## src/rtl/npc_bus_defs.sv

```systemverilog
// Shared definitions for the core-to-bus memory bridge: bus widths,
// FSM state encodings and the width of the response timeout counter.
package npc_bus_defs;

  // Core data / address bus widths.
  localparam int MemBus     = 64;
  localparam int MemAddrBus = 64;

  // Width of the WAIT-state timeout counter (TIMEOUT_CYC <= 65535).
  localparam int NPC_BR_CNT_W = 16;

  // Bridge FSM states.
  typedef enum logic [1:0] {
    NPC_BR_IDLE = 2'd0,
    NPC_BR_REQ  = 2'd1,
    NPC_BR_WAIT = 2'd2,
    NPC_BR_DONE = 2'd3
  } npc_br_state_e;

endpackage

```

## src/rtl/npc_bus_timer.sv

```systemverilog
// Clearable, enabled up-counter that flags when it reaches TIMEOUT_CYC-1.
// The bridge enables it in WAIT and clears it in DONE, so the flag rises
// on the TIMEOUT_CYC-th WAIT cycle.
module npc_bus_timer
  import npc_bus_defs::*;
#(
  parameter int TIMEOUT_CYC = 255
) (
  input  logic clk,
  input  logic rst,
  input  logic clr_i,
  input  logic en_i,
  output logic tc_o
);

  localparam logic [NPC_BR_CNT_W-1:0] TC_VAL = NPC_BR_CNT_W'(TIMEOUT_CYC - 1);

  logic [NPC_BR_CNT_W-1:0] cnt_q;
  logic [NPC_BR_CNT_W-1:0] cnt_d;

  // Next count: clear wins over enable; otherwise hold.
  always_comb begin
    cnt_d = cnt_q;
    if (clr_i) begin
      cnt_d = '0;
    end else if (en_i) begin
      cnt_d = cnt_q + 1'b1;
    end
  end

  // Count register.
  always_ff @(posedge clk or posedge rst) begin
    if (rst) begin
      cnt_q <= '0;
    end else begin
      cnt_q <= cnt_d;
    end
  end

  assign tc_o = (cnt_q == TC_VAL);

endmodule

```

## src/rtl/npc_mem_bridge.sv

```systemverilog
// Turns each single-cycle data-memory access from the core into one
// valid/ready request and one valid/ready response on a multi-cycle bus,
// stalling the core with hold_o until the access completes.
//
// Handshake rule for both bus channels: a transfer happens on a rising
// clk edge where valid and ready are both 1; while valid is 1 and ready
// is 0 the sender keeps valid and every payload field unchanged.
module npc_mem_bridge
  import npc_bus_defs::*;
#(
  parameter int DATA_W      = MemBus,
  parameter int ADDR_W      = MemAddrBus,
  parameter int TIMEOUT_CYC = 255
) (
  input  logic              clk,
  input  logic              rst,
  // core data-memory port
  input  logic              mem_ce_i,
  input  logic              mem_we_i,
  input  logic [ADDR_W-1:0] mem_raddr_i,
  input  logic [ADDR_W-1:0] mem_waddr_i,
  input  logic [DATA_W-1:0] mem_wdata_i,
  output logic [DATA_W-1:0] mem_rdata_o,
  output logic              hold_o,
  output logic              err_o,
  // bus request channel
  output logic              bus_req_valid_o,
  input  logic              bus_req_ready_i,
  output logic              bus_req_we_o,
  output logic [ADDR_W-1:0] bus_req_addr_o,
  output logic [DATA_W-1:0] bus_req_wdata_o,
  // bus response channel
  input  logic              bus_resp_valid_i,
  output logic              bus_resp_ready_o,
  input  logic [DATA_W-1:0] bus_resp_rdata_i,
  input  logic              bus_resp_err_i
);

  npc_br_state_e     state_q;
  logic              req_valid_q;
  logic              req_we_q;
  logic [ADDR_W-1:0] req_addr_q;
  logic [DATA_W-1:0] req_wdata_q;
  logic              resp_ready_q;
  logic [DATA_W-1:0] rdata_q;
  logic              err_q;
  logic              timeout;

  npc_bus_timer #(
    .TIMEOUT_CYC(TIMEOUT_CYC)
  ) u_timer (
    .clk  (clk),
    .rst  (rst),
    .clr_i(state_q == NPC_BR_DONE),
    .en_i (state_q == NPC_BR_WAIT),
    .tc_o (timeout)
  );

  // Access sequencer: latch the core request, run both bus handshakes,
  // then present the result to the core for one DONE cycle.
  always_ff @(posedge clk or posedge rst) begin
    if (rst) begin
      state_q      <= NPC_BR_IDLE;
      req_valid_q  <= 1'b0;
      req_we_q     <= 1'b0;
      req_addr_q   <= '0;
      req_wdata_q  <= '0;
      resp_ready_q <= 1'b0;
      rdata_q      <= '0;
      err_q        <= 1'b0;
    end else begin
      case (state_q)
        NPC_BR_IDLE: begin
          err_q <= 1'b0;
          if (mem_ce_i) begin
            req_we_q    <= mem_we_i;
            req_addr_q  <= mem_we_i ? mem_waddr_i : mem_raddr_i;
            req_wdata_q <= mem_wdata_i;
            req_valid_q <= 1'b1;
            state_q     <= NPC_BR_REQ;
          end
        end
        NPC_BR_REQ: begin
          if (bus_req_ready_i) begin
            req_valid_q  <= 1'b0;
            resp_ready_q <= 1'b1;
            state_q      <= NPC_BR_WAIT;
          end
        end
        NPC_BR_WAIT: begin
          // A response in the timeout cycle still wins.
          if (bus_resp_valid_i) begin
            rdata_q      <= (req_we_q | bus_resp_err_i) ? '0 : bus_resp_rdata_i;
            err_q        <= bus_resp_err_i;
            resp_ready_q <= 1'b0;
            state_q      <= NPC_BR_DONE;
          end else if (timeout) begin
            rdata_q      <= '0;
            err_q        <= 1'b1;
            resp_ready_q <= 1'b0;
            state_q      <= NPC_BR_DONE;
          end
        end
        NPC_BR_DONE: begin
          // Result was visible for this one cycle; drop the error flag
          // so it never lingers into IDLE.
          err_q   <= 1'b0;
          state_q <= NPC_BR_IDLE;
        end
        default: begin
          state_q <= NPC_BR_IDLE;
        end
      endcase
    end
  end

  // Stall from the very first cycle of a request until DONE; forced low
  // while reset is held so the core sees a quiet port.
  assign hold_o = ~rst & (((state_q == NPC_BR_IDLE) & mem_ce_i) |
                          (state_q == NPC_BR_REQ) |
                          (state_q == NPC_BR_WAIT));

  assign mem_rdata_o      = rdata_q;
  assign err_o            = err_q;
  assign bus_req_valid_o  = req_valid_q;
  assign bus_req_we_o     = req_we_q;
  assign bus_req_addr_o   = req_addr_q;
  assign bus_req_wdata_o  = req_wdata_q;
  assign bus_resp_ready_o = resp_ready_q;

endmodule

```

## config.mk

```make
export PLATFORM = sky130hd
export DESIGN_NAME = npc_mem_bridge
export DESIGN_NICKNAME = d
export VERILOG_FILES = /design/src/rtl/npc_bus_defs.sv /design/src/rtl/npc_bus_timer.sv /design/src/rtl/npc_mem_bridge.sv
export SDC_FILE = /design/constraint.sdc
export NUM_CORES = 1
export LEC_CHECK = 0
export CORE_AREA = 8 8 173 175
export DETAILED_ROUTE_END_ITERATION = 16
export DIE_AREA = 0 0 181 183
export PLACE_DENSITY = 0.72
export SYNTH_ARGS = -nofsm -noshare
export SYNTH_HDL_FRONTEND = slang
export SYNTH_HIERARCHICAL = 1
export SYNTH_SLANG_ARGS = --single-unit
export TNS_END_PERCENT = 5
```

## constraint.sdc

```tcl
create_clock -name clk -period 6.45 [get_ports clk]
set_input_delay 1.29 -clock clk [delete_from_list [all_inputs] [get_ports clk]]
set_output_delay 1.29 -clock clk [all_outputs]
set_load 0.01 [all_outputs]
```

* Word-level counts from Yosys, hierarchy flattened
Cells that the tools add are included.
Operators by class: add/subtract/negate cells 1, multiply operators 0, divide/modulo/power cells 0, order comparisons 0, equality and inequality tests 7, shift operators 0, mux-type cells 21, bitwise gates (word level) 6, reduce and logical (&&, ||, !) cells 13
Operator list (count):
- $mux 64 | 4
- $mux 16 | 2
- $add 16x1->16 const B | 1
- $eq 16x8->1 const B | 1
- $reduce_bool 2->1 | 5
- $reduce_and 3->1 | 3
- $mux 2 | 4
- $pmux 2 s4 | 1
- $mux 1 | 7
- $pmux 1 s2 | 3
- $reduce_and 2->1 | 3
- $eq 2x2->1 const B | 2
- $ne 2x2->1 const B | 2
- $ne 3x3->1 const B | 1
- $or 1x1->1 | 3
- $and 1x1->1 | 2
- $eq 2x1->1 const B | 1
- $logic_not 2->1 | 1
- $reduce_or 2->1 | 1
- $not 1->1 | 1
Word-level totals: register bits 214, latch bits 0, bits in writable memories 0, ROM bits 0, input port bits 263, output and inout port bits 197, word-level logic and storage cells 57, memories 0

* Longest topological paths before layout
depth in word-level cells 5, mapped depth 9, mapped depth without buffers 8

* By module
Netlist, hierarchy kept.
Modules (own cells, without submodules):
- npc_mem_bridge | instances 1, cells each 591, area each 8105.3 µm², sequential area each 4954.8 µm²
- npc_bus_timer | instances 1, cells each 91, area each 934.6 µm², sequential area each 400.4 µm²

* Worst setup path after synthesis
OpenSTA, ideal clock, no wires.
kind input to output, start in mem_ce_i, end out hold_o, arrival 2.049 ns, slack 3.111 ns, stages 5, path through nand2_1 > buf_6 > buf_6 > buf_2 > a21oi_1
On the way: cells in the longest elaborated chain, start to end 4
Ends and longest elaborated chain:
- from (decl) | RTL line npc_mem_bridge.sv:18 | input logic mem_ce_i,
- $and 1x1->1 | RTL line npc_mem_bridge.sv:119 | assign hold_o = ~rst & (((state_q == NPC_BR_IDLE) & mem_ce_i) |
- $or 1x1->1 | RTL line npc_mem_bridge.sv:119
- $or 1x1->1 | RTL line npc_mem_bridge.sv:120 | (state_q == NPC_BR_REQ) |
- $and 1x1->1 | RTL line npc_mem_bridge.sv:119
- to (decl) | RTL line npc_mem_bridge.sv:24 | output logic hold_o,
No other way between the ends.

* Final worst setup path
Ends and elaborated chain as after synthesis.

==> flow_metrics.env <==
export IMPL_status="finished clean"
export IMPL_grtUsageTotal=0.1747
export IMPL_cts_made_buffers=25
export IMPL_cts_root_buf="clkbuf_16"
export IMPL_crit_type="in -> out"
export IMPL_grt_ovfl_total=0
export IMPL_p_total_mw=6.432
export IMPL_tns_ns=0
export IMPL_finalHoldViolations=0
export IMPL_place_hpwl_um=22740
export IMPL_synth_cell_type_count=39
export IMPL_synth_commonest_cells="dfrtp_1, nand2_1, o21ai_0, mux2_2, mux2i_1"
export IMPL_antenna_found_initial=2
export IMPL_ir_drop_mv=0.2170
export IMPL_worstPathArrival_ns=3.36
export IMPL_dr_pass1_iters=4
export IMPL_route_detailed_drc=0
export IMPL_cts_tree="built"
export IMPL_post_synth_inst_count=682
export IMPL_vias=7023
export IMPL_portBuffers=459
export IMPL_die_area_um2=33120
export IMPL_muxShareOfSynthArea=0.1570
export IMPL_rsz0062_at_grt="no"
export IMPL_synth_top_family_by_area="multiplexers"
export IMPL_ys_seq_area_frac=0.5924
export IMPL_hold_buffers=0
export IMPL_wire_per_inst_um=20.10
export IMPL_initial_core_util=0.3308
export IMPL_synth_xor_area_frac=0.01066
export IMPL_pwr_density_cell_nw_per_um2=439.7
export IMPL_setup_violations_final=0
export IMPL_drtAntennaViolNets=0
export IMPL_finalCriticalPeriod_ns=4.649
export IMPL_cp_max_fo=113
export IMPL_grt_pass1_vias=7655
export IMPL_synth_top_flop_cell="dfrtp_1"
export IMPL_yosysTopAreaCell="dfrtp_1"
export IMPL_via_per_inst=4.698
export IMPL_critPathLaunchType="input pin"
export IMPL_final_nets=1399
export IMPL_clkTransAtPathRegs_ns=0.06
export IMPL_avgSynthCellArea_um2=13.26
export IMPL_stdcell_count=1495
export IMPL_relSlewSlack=0.3239
export IMPL_synthSimpleGateAreaFrac=0.06311
export IMPL_synth_area_leaders="dfrtp_1, mux2_2, mux2i_1, a22o_2, o21ai_0"
export IMPL_grt_busiest_layer="met2"
export IMPL_cp_end_kind="output pin"
export IMPL_p_leak_nw=6.368
export IMPL_clk_latency_ns=0.52
export IMPL_drive_above_1_share=0.1620
export IMPL_synth_top_cell_area_share=0.5924
export IMPL_ys_ff_latch=214
export IMPL_coreArea_um2=27320
export IMPL_tightest_slew_ns=1.014
export IMPL_wirelength_um=30050
export IMPL_postCtsSetupBuffers=0
export IMPL_slew_violations=0
export IMPL_grt_max_degree=114
export IMPL_use_met1=0.1997
export IMPL_placedCellCount=1448
export IMPL_cts_buffer_depth=3
export IMPL_rows=61
export IMPL_post_cts_resized=0
export IMPL_fin_worst_skew_ns=0.01303
export IMPL_whs_ns=0.4752
export IMPL_grt_use_met3=0.07420
export IMPL_drt_iter0_markers=254
export IMPL_fmax_mhz=215.1
export IMPL_synth_nets=952
export IMPL_syn2layout_area_growth_pct=61.83
export IMPL_die_y_um=183
export IMPL_h_tree_depth=1
export IMPL_synthArstFlopShare=1.000
export IMPL_synth_compound_area_frac=0.1210
export IMPL_synthAdderAreaFrac=0.009689
export IMPL_pin_count=460
export IMPL_worstHoldPathType="reg -> reg"
export IMPL_cp_required_ns=5.16
export IMPL_finalCritPeriodShare=0.7208
export IMPL_yosysMostFrequentCell="dfrtp_1"
export IMPL_clock_sinks=214
export IMPL_synth_warnings=6
export IMPL_synth_edf_count=0
export IMPL_grt_pass1_wl_um=45820
export IMPL_die_x_um=181
export IMPL_synthesis_area_um2=9040
export IMPL_met2_usage=0.2985
export IMPL_drv_cap=0
export IMPL_place_gp_congestion=0.7730
metrics by stage:
step | setup WS (ns) | utilization | instance area, µm²
finish | 1.801 | 0.5354 | 14630
global route | 1.648 | 0.5354 | 14630
CTS | 1.761 | 0.5353 | 14630
detailed placement | 1.758 | 0.5039 | 13770
global placement | 1.820 | 0.5039 | 13770
floorplan | 2.600 | - | 9044
layout make-up:
class / instances / area (µm²)
fillers: 2409 / 12690
flip-flops and latches: 214 / 5355
repair buffers: 465 / 4649
multi-input cells: 412 / 3286
clock buffers: 32 / 701.9
well taps: 346 / 432.9
clock inverters: 14 / 156.4
inverters: 11 / 45.04
diodes: 1 / 2.502
registers in the layout (all words and copies together) (netlist names):
signal,cells
bus_req_addr_o,64
bus_req_wdata_o,64
mem_rdata_o,64
u_timer/cnt_q,16
state_q,2
bus_req_valid_o,1
bus_req_we_o,1
bus_resp_ready_o,1
err_o,1
worst max-delay path, stage by stage:
cell and delay [ns]:
clkdlybuf4s50_1 0.59, nand2_4 0.53, a21oi_1 0.32, clkdlybuf4s50_1 0.57
logic make-up (layout without fill, tap and decap cells):
| group | after synthesis | count (layout) |
|---|---|---|
| flip-flops | 214 | 214 |
| AO/OA/AOI/OAI | 145 | 145 |
| multiplexers | 133 | 133 |
| AND/OR/NAND/NOR | 116 | 116 |
| buffers and inverters | 56 | 522 |
| XOR/XNOR | 11 | 11 |
| adder cells (fa/ha/maj) | 7 | 7 |
| other | 0 | 1 |
placed cells by master, fill, tap and decap left out, drive strengths merged, types with 7 or more instances in the layout:
cell           count
clkdlybuf4s50    458
dfrtp            214
nand2             71
o21ai             69
mux2              67
mux2i             66
a22o              66
clkbuf            32
nor2              18
inv               11
xnor2              9
ha                 7
clkinv             7
nor3               7
buf                7
final timing paths:
check | from | end | slack, ns | cells past startpoint
min in group asynchronous | rst | mem_rdata_o[1] | 1.21 | 2
hold / removal | bus_req_addr_o[29] | bus_req_addr_o[29] | 0.48 | 2
setup / recovery | mem_ce_i | hold_o | 1.80 | 4
max in group asynchronous | rst | mem_rdata_o[63] | 4.03 | 3
setup reg to reg | state_q[0] | bus_req_wdata_o[40] | 3.46 | 5
hold reg to reg | bus_req_addr_o[29] | bus_req_addr_o[29] | 0.48 | 2
routing by layer:
layer	vias up	share of wire
met5	-	0
li1	3324	-
met1	3366	0.39
met4	0	0.020
met3	39	0.10
met2	294	0.49
power by group:
part | switching (mW) | internal, mW | total (mW)
sequential | 0.330 | 1.93 | 2.26
clock | 0.565 | 0.889 | 1.45
combinational | 1.13 | 1.59 | 2.72
No activity file was read; power rests on OpenSTA's default activity.
